==> src/rtl/first_nios2_system_sysid_checker_tmo.sv <==
// Saturating 16-bit stall counter; flags the stall cycle that would reach LIMIT.
module first_nios2_system_sysid_checker_tmo #(
    parameter logic [15:0] LIMIT = 16'd255
) (
    input  logic clock,
    input  logic reset_n,
    input  logic i_clear,
    input  logic i_enable,
    output logic o_limit_hit
);

    localparam logic [15:0] LP_LAST = LIMIT - 16'd1;

    logic [15:0] r_count;

    // NOTE: sequential state uses non-blocking assignment so every register
    // updates from pre-edge values, independent of statement order.
    always_ff @(posedge clock) begin
        if (!reset_n) begin
            r_count <= 16'd0;
        end else if (i_clear) begin
            r_count <= 16'd0;
        end else if (i_enable && (r_count != 16'hFFFF)) begin
            r_count <= r_count + 16'd1;
        end
    end

    // The current stall cycle is the LIMIT-th one when LIMIT-1 have already been counted.
    assign o_limit_hit = i_enable && (r_count >= LP_LAST);

endmodule

==> config.mk <==
export PLATFORM = sky130hd
export DESIGN_NAME = first_nios2_system_sysid_checker_tmo
export DESIGN_NICKNAME = d
export VERILOG_FILES = /design/src/rtl/first_nios2_system_sysid_checker_tmo.sv
export SDC_FILE = /design/constraint.sdc
export NUM_CORES = 1
export LEC_CHECK = 0
export ABC_AREA = 1
export BUFFER_PORTS_ARGS = -buffer_cell sky130_fd_sc_hd__buf_2
export CAP_MARGIN = 10
export CELL_PAD_IN_SITES_DETAIL_PLACEMENT = 1
export CELL_PAD_IN_SITES_GLOBAL_PLACEMENT = 1
export CORE_ASPECT_RATIO = 0.9
export CORE_MARGIN = 1.5
export CORE_UTILIZATION = 40
export DETAILED_ROUTE_END_ITERATION = 16
export GPL_ROUTABILITY_DRIVEN = 0
export PLACE_DENSITY = 0.81
export SLEW_MARGIN = 40
export SYNTH_ARGS = -nofsm -noshare
export SYNTH_HDL_FRONTEND = slang
export SYNTH_SLANG_ARGS = --single-unit
==> constraint.sdc <==
create_clock -name clock -period 3.72 [get_ports clock]
set_input_delay 0.558 -clock clock [delete_from_list [all_inputs] [get_ports clock]]
set_output_delay 0.558 -clock clock [all_outputs]
set_load 0.005 [all_outputs]
# ---- Yosys cells after proc, flatten, opt, wreduce, memory -nomap -nowiden
# Cells that the tools add are included.
# Widths: inputs -> output; s select.
dict set report totals {
  output_inout_bits 1
  inputBits 4
  register_bits 16
  wordCells 8
}
dict set report op_classes {
  n_lt_le_gt_ge 1
  n_addsub 1
  reduce_logical 3
  bitwise 1
  n_eq_ne 1
}
# operator count
set op_table {}
lappend op_table {{$add 16x1->16 const B} 1}
lappend op_table {{$ge 16x8->1 const B} 1}
lappend op_table {{$ne 16x16->1 const B} 1}
lappend op_table {{$logic_and 1x1->1} 2}
lappend op_table {{$reduce_or 2->1} 1}
lappend op_table {{$not 1->1} 1}

# ---- Longest topological paths before layout
dict set report logic_depth {
  ltp_word 2
  ltp_mapped 9
  depth_no_buf 9
}

# ---- Worst setup path after synthesis
# Ideal clock, no wire load.
dict set report synth_timing {
  path_type {register -> output}
  startpoint {register r_count[2]}
  endpoint {output port o_limit_hit}
  required_time_ns 3.162
  arrival_time_ns 0.894
  path_stages_with_launch 5
  slack_ns 2.268
  path_cell_list {dfxtp_1 -> nand2_1 -> nor2_1 -> o211ai_1 -> a31oi_1}
}
dict set report synth_between {
  elab_chain_cells 2
}
# item line_no
set synth_lines {}
lappend synth_lines {{start, declared} 14} ;# logic [15:0] r_count;
lappend synth_lines {{start signal, assigned} 24} ;# r_count <= r_count + 16'd1;
lappend synth_lines {{$ge 16x8->1} 29} ;# assign o_limit_hit = i_enable && (r_count >= LP_LAST);
lappend synth_lines {{$logic_and 1x1->1} 29}
lappend synth_lines {{end, declared} 9} ;# output logic o_limit_hit
# Every way passes these cells.

# ---- Final worst setup path
# Ends and elaborated chain as after synthesis.

==> qor.yml <==
drt:
  routed-via-count: 992
  drc: 0
  maxUsedRoutingLayer: "met4"
  wl_met1_um: 1228
  drt_wl_total_um: 2517
  drtPass1Iterations: 4
  wl_met3_um: 51
  wl_per_cell_um: 13.11
  ant_nets: 0
  wl_met2_um: 1210
  via_per_inst: 5.167
  drtIter0Drc: 20
critical_path:
  end_kind: "output port"
  path_class: "flop to output port"
  reg2reg_slack_ps: 2020
  rr_startpoint: "r_count[1]"
  cp_max_fo: 5
  slowest_delay_ps: 430
  path_cells: "nand2_1 > nor2_1 > o211ai_1 > a31oi_1 > buf_2"
  path_buf_inv: 1
  critPathLaunchType: "flop"
  worstRegToRegCells: 7
  crit_family: "flip-flops"
  cp.required_ps: 3160
  reg2reg_to: "r_count[14]"
  cpMaxStageDelayCell: "dfxtp_1"
  crit_arrival_ps: 1530
cells_and_area:
  drive_gt1_share_pct: 10.37
  top_register: "r_count"
  num_antenna_cells: 0
  regArea_um2: 320.3
  nets: 172
  fin_cells: 192
  post-route-cell-area_um2: 1054
  largest_reg_flops: 16
  fin_util_pct: 43.45
  n_fill_cell: 347
  reg.largest.list: "r_count: 16 flops"
  syn_to_final_growth_pct: 4.596
  multiInputGateArea_um2: 599.3
synthesis:
  synthTopCellsByArea: "dfxtp_1, nand2_1, nor2_1"
  syn_area_per_cell_um2: 6.295
  syn_area_um2: 1007
  synth_most_common_cell: "nand2_1"
  synthTopCellsByCount: "nand2_1, nor2_1, dfxtp_1, nand3_1, inv_1"
  synthArstFlopShare_pct: 0
  syn_inst: 160
  synth_nets: 166
  ys_seq_area_share_pct: 31.80
  ys_types: 18
  synth_enable_flop_cells: 0
  yosys_warnings: 0
  synthDominantCellAreaShare_pct: 31.80
  yosysTopAreaCell: "dfxtp_1"
  synth-seq-cells: 16
  synth_ff_type: "dfxtp_1"
floorplanning:
  num_rows: 17
  core_area_um2: 2425
  fp.dieArea_um2: 2829
  fp.dieW_um: 55.90
  ioPinCount: 5
  initial_core_util_pct: 41.54
  die_h_um: 50.61
grt:
  grt_util_all_layers_pct: 19.18
  grt_overflow: 0
  antenna_found_initial: 0
  grt_pass1_vias: 896
  grt_max_degree: 25
  grt_first_pass_wirelength_um: 4195
cts:
  cts_hold_buf: 0
  postCtsResizedCells: 0
  clkTransAtPathRegs_ps: 100
  clkSinkCount: 16
  cts_tree: "done"
  clock_path_buffers: 2
  clk_latency_ps: 290
  htreeDepth: 1
  numCtsBuffers: 3
  post_cts_buffers: 0
  cts_root_buffer: "clkbuf_4"
sta:
  slew_viol_final: 0
  maxSlewHeadroom_pct: 53.56
  final_hold_viol_count: 0
  final.setup.worst_slack_ps: 1630
  worst_pin_slew_ps: 695.8
  holdWs_ps: 551.8
  fin_crit_sh_pct: 56.18
  fmax_mhz: 478.5
  setup_viol: 0
  fin_skew_ps: 9.671
  tns_ps: 0
  fin_crit_ps: 2090
  rsz0062_at_grt: "no"
min_path:
  min_delay_path_depth: 2
  hp-class: "flop to flop"
  worst_hold_startpoint: "r_count[4]"
  hold_path_end: "r_count[4]"
placed_design:
  port_buffers: 4
  dpl.hpwl_um: 1854
  dp_slack_ps: 1982
  placed_cell_area_um2: 1031
  dp_cells: 189
power:
  p_total_uw: 282.4
  powerDensity_nw_per_um2: 268.0
  p_leak_nw: 0.3928
  peakVddDrop_v: 0.0001839
flow_run:
  maxCapViolations: 0
status:
  status: "finished, final reports clean"
[report_power, final]
group / total (mW) / internal [mW] / switching [mW]
sequential: 0.174 / 0.172 / 0.00158
combinational: 0.0150 / 0.00496 / 0.0100
clock: 0.0937 / 0.0377 / 0.0560
[tightest hold or removal path: cells and delay by family, from the launching register on]
kind / cells / cell delay [ps]
flip-flops: 1 / 350
AO/OA/AOI/OAI: 1 / 120
AND/OR/NAND/NOR: 1 / 50
[cell type report]
type / count / area share [%]
flip-flops and latches: 16 / 30.40
repair buffers: 4 / 1.900
multi-input cells: 126 / 56.89
inverters: 15 / 5.344
clock buffers: 3 / 2.138
well taps: 28 / 3.325
[per-layer routing]
layer / GRT usage, % / up-vias
li1: - / 517
met1: 25.12 / 463
met2: 31.94 / 8
met3: 3.093 / 4
met4: 7.143 / 0
met5: 0 / -
[placed cells by master (no fill, tap or decap), types with 2 or more instances in the layout]
| cell | count |
|---|---|
| a21oi_1 | 13 |
| buf_2 | 4 |
| clkbuf_4 | 3 |
| dfxtp_1 | 16 |
| ha_1 | 2 |
| inv_1 | 15 |
| nand2_1 | 41 |
| nand3_1 | 16 |
| nand3_2 | 2 |
| nor2_1 | 38 |
| nor2_2 | 4 |
| nor2_4 | 2 |
| nor4_1 | 2 |
[worst max-delay path by stage]
stage	from	cells past startpoint	endpoint
3_3_place_gp	i_clear	4	r_count[12]
4_1_cts	r_count[2]	5	o_limit_hit
2_1_floorplan	r_count[2]	4	o_limit_hit
5_1_grt	r_count[2]	5	o_limit_hit
3_5_place_dp	r_count[2]	5	o_limit_hit
6_report	r_count[2]	5	o_limit_hit
[cells by family (layout without fill, tap and decap cells)]
kind of cell	count (synthesis)	count (layout)	synth area share [%]
and+or+nand+nor	109	109	48.94
buffers and inverters	18	22	8.943
adders and majority gates	2	2	2.484
DFF	16	16	31.80
AOI/OAI and AO/OA	15	15	7.827
Power figures use the tool's default switching activity.
